[src/rtl/multicycle_controller_if.sv]
// Control bundle between the multicycle RV32I controller and its datapath.
// The controller drives the master side; the datapath/memory sees the slave side.
interface multicycle_controller_if #(
   parameter int unsigned OPW = 7
);
   logic [OPW-1:0] op;
   logic           zero;
   logic           mem_ready;
   logic           pc_write;
   logic           adr_src;
   logic           mem_write;
   logic           ir_write;
   logic [1:0]     result_src;
   logic [1:0]     alu_src_a;
   logic [1:0]     alu_src_b;
   logic           reg_write;
   logic [1:0]     alu_op;
   logic           retire;
   logic           illegal;
   logic [3:0]     state;

   modport master (
      input  op, zero, mem_ready,
      output pc_write, adr_src, mem_write, ir_write, result_src,
             alu_src_a, alu_src_b, reg_write, alu_op, retire, illegal, state
   );

   modport slave (
      output op, zero, mem_ready,
      input  pc_write, adr_src, mem_write, ir_write, result_src,
             alu_src_a, alu_src_b, reg_write, alu_op, retire, illegal, state
   );
endinterface

[src/rtl/multicycle_controller.sv]
// Main control FSM of the multicycle RV32I core: sequences ALU, memory port,
// register file and PC/IR enables one step per clock, stalling on mem_ready.
module multicycle_controller #(
   parameter int unsigned OPW = 7
) (
   input logic                     clk,
   input logic                     rst_n,
   multicycle_controller_if.master bus
);
   localparam logic [OPW-1:0] OP_LW   = OPW'(7'b0000011);
   localparam logic [OPW-1:0] OP_SW   = OPW'(7'b0100011);
   localparam logic [OPW-1:0] OP_R    = OPW'(7'b0110011);
   localparam logic [OPW-1:0] OP_I    = OPW'(7'b0010011);
   localparam logic [OPW-1:0] OP_BEQ  = OPW'(7'b1100011);
   localparam logic [OPW-1:0] OP_JAL  = OPW'(7'b1101111);

   typedef enum logic [3:0] {
      FETCH    = 4'd0,
      DECODE   = 4'd1,
      MEMADR   = 4'd2,
      MEMREAD  = 4'd3,
      MEMWB    = 4'd4,
      MEMWRITE = 4'd5,
      EXECR    = 4'd6,
      ALUWB    = 4'd7,
      EXECI    = 4'd8,
      JAL      = 4'd9,
      BEQ      = 4'd10
   } state_e;

   state_e     state_q, state_d;
   logic       pc_update_c, branch_c;
   logic       pc_write_c, adr_src_c, mem_write_c, ir_write_c;
   logic [1:0] result_src_c, alu_src_a_c, alu_src_b_c, alu_op_c;
   logic       reg_write_c, retire_c, illegal_c;

   // State register; reset aborts any instruction in flight.
   always_ff @(posedge clk or negedge rst_n) begin
      if (!rst_n) state_q <= FETCH;
      else        state_q <= state_d;
   end

   // Next-state and control decode; outputs follow state, gated by mem_ready/zero where noted.
   always_comb begin
      state_d      = state_q;
      pc_update_c  = 1'b0;
      branch_c     = 1'b0;
      adr_src_c    = 1'b0;
      mem_write_c  = 1'b0;
      ir_write_c   = 1'b0;
      result_src_c = 2'b00;
      alu_src_a_c  = 2'b00;
      alu_src_b_c  = 2'b00;
      reg_write_c  = 1'b0;
      alu_op_c     = 2'b00;
      retire_c     = 1'b0;
      illegal_c    = 1'b0;

      case (state_q)
         FETCH: begin
            alu_src_b_c  = 2'b10;
            result_src_c = 2'b10;
            ir_write_c   = bus.mem_ready;
            pc_update_c  = bus.mem_ready;
            if (bus.mem_ready) state_d = DECODE;
         end
         DECODE: begin
            alu_src_a_c = 2'b01;
            alu_src_b_c = 2'b01;
            case (bus.op)
               OP_LW, OP_SW: state_d = MEMADR;
               OP_R:         state_d = EXECR;
               OP_I:         state_d = EXECI;
               OP_BEQ:       state_d = BEQ;
               OP_JAL:       state_d = JAL;
               default: begin
                  state_d   = FETCH;
                  illegal_c = 1'b1;
               end
            endcase
         end
         MEMADR: begin
            alu_src_a_c = 2'b10;
            alu_src_b_c = 2'b01;
            state_d     = (bus.op == OP_LW) ? MEMREAD : MEMWRITE;
         end
         MEMREAD: begin
            adr_src_c = 1'b1;
            if (bus.mem_ready) state_d = MEMWB;
         end
         MEMWB: begin
            result_src_c = 2'b01;
            reg_write_c  = 1'b1;
            retire_c     = 1'b1;
            state_d      = FETCH;
         end
         MEMWRITE: begin
            // Strobe and address held for the whole wait, retire only on acceptance.
            adr_src_c   = 1'b1;
            mem_write_c = 1'b1;
            retire_c    = bus.mem_ready;
            if (bus.mem_ready) state_d = FETCH;
         end
         EXECR: begin
            alu_src_a_c = 2'b10;
            alu_op_c    = 2'b10;
            state_d     = ALUWB;
         end
         EXECI: begin
            alu_src_a_c = 2'b10;
            alu_src_b_c = 2'b01;
            alu_op_c    = 2'b10;
            state_d     = ALUWB;
         end
         ALUWB: begin
            reg_write_c = 1'b1;
            retire_c    = 1'b1;
            state_d     = FETCH;
         end
         BEQ: begin
            alu_src_a_c = 2'b10;
            alu_op_c    = 2'b01;
            branch_c    = 1'b1;
            retire_c    = 1'b1;
            state_d     = FETCH;
         end
         JAL: begin
            // Jump target was computed in DECODE; rd write and retire happen in ALUWB.
            alu_src_a_c = 2'b01;
            alu_src_b_c = 2'b10;
            pc_update_c = 1'b1;
            state_d     = ALUWB;
         end
         default: state_d = FETCH;
      endcase

      pc_write_c = pc_update_c | (branch_c & bus.zero);
   end

   assign bus.pc_write   = pc_write_c;
   assign bus.adr_src    = adr_src_c;
   assign bus.mem_write  = mem_write_c;
   assign bus.ir_write   = ir_write_c;
   assign bus.result_src = result_src_c;
   assign bus.alu_src_a  = alu_src_a_c;
   assign bus.alu_src_b  = alu_src_b_c;
   assign bus.reg_write  = reg_write_c;
   assign bus.alu_op     = alu_op_c;
   assign bus.retire     = retire_c;
   assign bus.illegal    = illegal_c;
   assign bus.state      = 4'(state_q);
endmodule

[src/flat_wrapper.sv]
// flat-port wrapper written by rule: the top's interface ports become plain ports
module multicycle_controller_flat 
#(
   parameter int unsigned OPW = 7
)
  (clk, rst_n, bus_op, bus_zero, bus_mem_ready, bus_pc_write, bus_adr_src, bus_mem_write, bus_ir_write, bus_result_src, bus_alu_src_a, bus_alu_src_b, bus_reg_write, bus_alu_op, bus_retire, bus_illegal, bus_state);
  multicycle_controller_if #(.OPW(OPW)) bus_i ();
  input logic clk;
  input logic rst_n;
  input wire logic [$bits(bus_i.op)-1:0] bus_op;
  input wire logic [$bits(bus_i.zero)-1:0] bus_zero;
  input wire logic [$bits(bus_i.mem_ready)-1:0] bus_mem_ready;
  output wire logic [$bits(bus_i.pc_write)-1:0] bus_pc_write;
  output wire logic [$bits(bus_i.adr_src)-1:0] bus_adr_src;
  output wire logic [$bits(bus_i.mem_write)-1:0] bus_mem_write;
  output wire logic [$bits(bus_i.ir_write)-1:0] bus_ir_write;
  output wire logic [$bits(bus_i.result_src)-1:0] bus_result_src;
  output wire logic [$bits(bus_i.alu_src_a)-1:0] bus_alu_src_a;
  output wire logic [$bits(bus_i.alu_src_b)-1:0] bus_alu_src_b;
  output wire logic [$bits(bus_i.reg_write)-1:0] bus_reg_write;
  output wire logic [$bits(bus_i.alu_op)-1:0] bus_alu_op;
  output wire logic [$bits(bus_i.retire)-1:0] bus_retire;
  output wire logic [$bits(bus_i.illegal)-1:0] bus_illegal;
  output wire logic [$bits(bus_i.state)-1:0] bus_state;
  assign bus_i.op = bus_op;
  assign bus_i.zero = bus_zero;
  assign bus_i.mem_ready = bus_mem_ready;
  assign bus_pc_write = bus_i.pc_write;
  assign bus_adr_src = bus_i.adr_src;
  assign bus_mem_write = bus_i.mem_write;
  assign bus_ir_write = bus_i.ir_write;
  assign bus_result_src = bus_i.result_src;
  assign bus_alu_src_a = bus_i.alu_src_a;
  assign bus_alu_src_b = bus_i.alu_src_b;
  assign bus_reg_write = bus_i.reg_write;
  assign bus_alu_op = bus_i.alu_op;
  assign bus_retire = bus_i.retire;
  assign bus_illegal = bus_i.illegal;
  assign bus_state = bus_i.state;
  multicycle_controller #(.OPW(OPW)) u_core (.clk(clk), .rst_n(rst_n), .bus(bus_i));
endmodule
[config.mk]
export PLATFORM = sky130hd
export DESIGN_NAME = multicycle_controller_flat
export DESIGN_NICKNAME = d
export VERILOG_FILES = /design/src/rtl/multicycle_controller_if.sv /design/src/rtl/multicycle_controller.sv /design/src/flat_wrapper.sv
export SDC_FILE = /design/constraint.sdc
export NUM_CORES = 1
export LEC_CHECK = 0
export BUFFER_PORTS_ARGS = -buffer_cell sky130_fd_sc_hd__buf_4
export CAP_MARGIN = 15
export CELL_PAD_IN_SITES_DETAIL_PLACEMENT = 2
export CELL_PAD_IN_SITES_GLOBAL_PLACEMENT = 2
export CORE_ASPECT_RATIO = 2
export CORE_UTILIZATION = 22
export DETAILED_ROUTE_END_ITERATION = 7
export HOLD_SLACK_MARGIN = 0.05
export PLACE_DENSITY = 0.82
export SLEW_MARGIN = 20
export SYNTH_ARGS = -nofsm -noshare
export SYNTH_HDL_FRONTEND = slang
export SYNTH_SLANG_ARGS = --single-unit
export TNS_END_PERCENT = 50
[constraint.sdc]
create_clock -name clk -period 2.05 [get_ports clk]
set_clock_uncertainty 0.2 [all_clocks]
set_input_delay 0.3075 -clock clk [delete_from_list [all_inputs] [get_ports clk]]
set_output_delay 0.3075 -clock clk [all_outputs]
set_load 0.02 [all_outputs]
==> flow_summary.toml <==
[routing]
post-route-drc-count = 0
post_drt_wl_per_cell_um = 18.00
firstDrtPassIters = 2
num_vias = 820
viasPerCell = 5.325
wl_um = 2772
drt_iter0_markers = 5
ant_nets = 0

[global_route]
gr-usage-all-layers = 0.1845
grt_pass1_wl_um = 4098
grt_max_degree = 14
grt_overflow = 0
grt_pass1_vias = 889
antenna_found_initial = 0

[critical_path]
critPathLaunchType = "register"
critPathTopFamily = "simple AND/OR/NAND/NOR gates"
worst-path-buf-inv = 1
crit_required_ns = 1.54
cp_max_fo = 9
cpMaxStageDelayCell = "dfrtp_2"
crit_top_cell = "nor3_1"
max_stage_delay_ns = 0.47
crit_path_end_kind = "output pin"
crit_arrival_ns = 1.49
worstSetupPathType = "register to output pin"
critical_path.cell_chain = "and2b_1 > nor3_1 > nor3_1 > buf_4"

[placed_design]
numPortBuffers = 29
place_hpwl_um = 2099
dpl_cell_area_um2 = 890.9
globalplace.congestion = 0.7711

[final_layout]
postLayoutCoreUtil = 0.3774
drive_above_1_share = 0.4365
fin_nets = 139
largest_register_ffs = 4
nFillCells = 319
area_delta_synth_final_pct = 59.23
multiInputGateArea_um2 = 483.0
regArea_um2 = 105.1
final_area_um2 = 982.2
diodes = 0

[synth]
syn_area_um2 = 616.8
synth_area_leaders = "dfrtp_1 16%, nor2_1 7.9%, nor3_1 7.3%, a21oi_1 4.1%, o21a_1 3.7%"
synth_warnings = 0
synth.most_common_cell = "nor2_1"
synthTopCellsByCount = "13 x nor2_1, 9 x nor3_1, 5 x a21oi_1, 5 x nand2_1, 4 x dfrtp_1"
ys_ff_latch = 4
synth_nets = 100
synth_flop_cell = "dfrtp_1"
synth.distinct_cells = 37
syn_inst = 89
synth_area_leader_cell = "dfrtp_1"
async_reset_ff_frac = 1.000
synth_top_area_frac = 0.1623
synth_edf_count = 0
yosysSeqAreaShare = 0.1623
syn-mean-instance-area_um2 = 6.931

[clocking]
cts.reportedPaths.clkPinSlew_ns = 0.03
clkSinkCount = 4
cts_buffer_depth = 2
clk_latency_ns = 0.22
cts_buffers = 3
clock-root-buffer = "clkbuf_8"
htreeDepth = 1
cts_tree = "done"

[sta]
fmax_mhz = 500.2
setup_violations = 0
worstMarginPinSlew_ns = 0.3454
post-route-min-period_ns = 1.999
finalMaxSlewViolations = 0
maxSlewHeadroom = 0.7680
post-route-period-util = 0.9753
finalHoldViolCount = 0

[floorplan]
die_h_um = 76.89
die_w_um = 39.44
coreArea_um2 = 2603
ios = 30
placement_rows = 26
die-area_um2 = 3032
initial_utilization = 0.2370

[power_and_ir_drop]
power_leakage_uw = 0.0004477
ir_drop_mv = 0.5654
power_density_nw_per_um2 = 1054
total_power_uw = 1035

[min_path]
min_path_type = "primary input to async pin"

[job]
maxCapViolations = 0

[run_status]
status = "completed"
-- worst reg2reg max path, stage by stage (launching register included) --
cell and delay (ns):
dfrtp_2 0.49, buf_4 0.19, nor4_4 0.39, nand4_1 0.17, a41oi_2 0.23
-- final timing paths --
check,from,endpoint,slack [ns],depth (start not counted)
max,u_core.bus.state[1]$_DFFE_PN0P_,bus_alu_src_b[0],0.05,4
min reg2reg,u_core.bus.state[2]$_DFFE_PN0P_,u_core.bus.state[2]$_DFFE_PN0P_,0.57,2
max reg2reg,u_core.bus.state[2]$_DFFE_PN0P_,u_core.bus.state[2]$_DFFE_PN0P_,0.30,4
min in group clk,bus_op[5],u_core.bus.state[1]$_DFFE_PN0P_,0.26,3
max in group asynchronous,rst_n,u_core.bus.state[3]$_DFFE_PN0P_,1.31,2
min,rst_n,u_core.bus.state[2]$_DFFE_PN0P_,0.22,2
-- cell usage in the layout (no fill, tap or decap), drive strengths merged, types with 4 or more instances in the layout --
| master | synthesis | final |
|---|---|---|
| nor3 | 9 | 9 |
| nand2 | 5 | 5 |
| buf | 5 | 38 |
| nor2 | 14 | 14 |
| dfrtp | 4 | 4 |
| o21ai | 4 | 4 |
| inv | 6 | 6 |
| a21oi | 5 | 5 |
-- per-layer routing --
metal / vias up / routed length [um] / track usage
met5: - / 0 / 0
met2: 16 / 1727 / 0.3607
met1: 408 / 988 / 0.1882
met3: 0 / 56 / 0.01156
met4: 0 / 0 / 0.04138
li1: 396 / - / -
-- cell families (layout without fill, tap and decap cells) --
kind of cell | after synthesis | in the layout | synth area share
simple gates | 49 | 49 | 0.4584
compound gates | 23 | 23 | 0.2657
buf+inv | 11 | 48 | 0.08518
flops | 4 | 4 | 0.1623
xor+xnor | 2 | 2 | 0.02840
-- layout make-up --
type,count,share of cell area
flip-flops and latches,4,0.1070
repair buffers,39,0.3006
inverters,6,0.02293
well taps,28,0.03567
clock buffers,3,0.04204
multi-input cells,74,0.4917
-- what timing repair did --
item,in CTS,in global routing
hold buffers,1,0
endpoints found under the hold margin,4,0
gates resized for setup,3,4
setup endpoints to repair,3,6
buffers inserted,0,3
-- report_power, final --
group	internal [uW]	total, uW	switching, uW
combinational	303	719	416
clock	125	164	39.0
sequential	99.5	153	53.4
total	527	1040	508
-- through the flow --
stage                     setup WS [ns]  hold slack [ns]  std cells   TNS, ns
final                           0.05063           0.2237        154         0
after global routing           -0.01966           0.2397        154  -0.02479
after floorplan                 0.04472          -0.1881         89         0
after detailed placement         0.1243         -0.09581        147         0
after CTS                       0.01169           0.2324        151         0
after global placement           0.2233         -0.09740        147         0
Note: power is estimated with default switching activity, not from simulation.
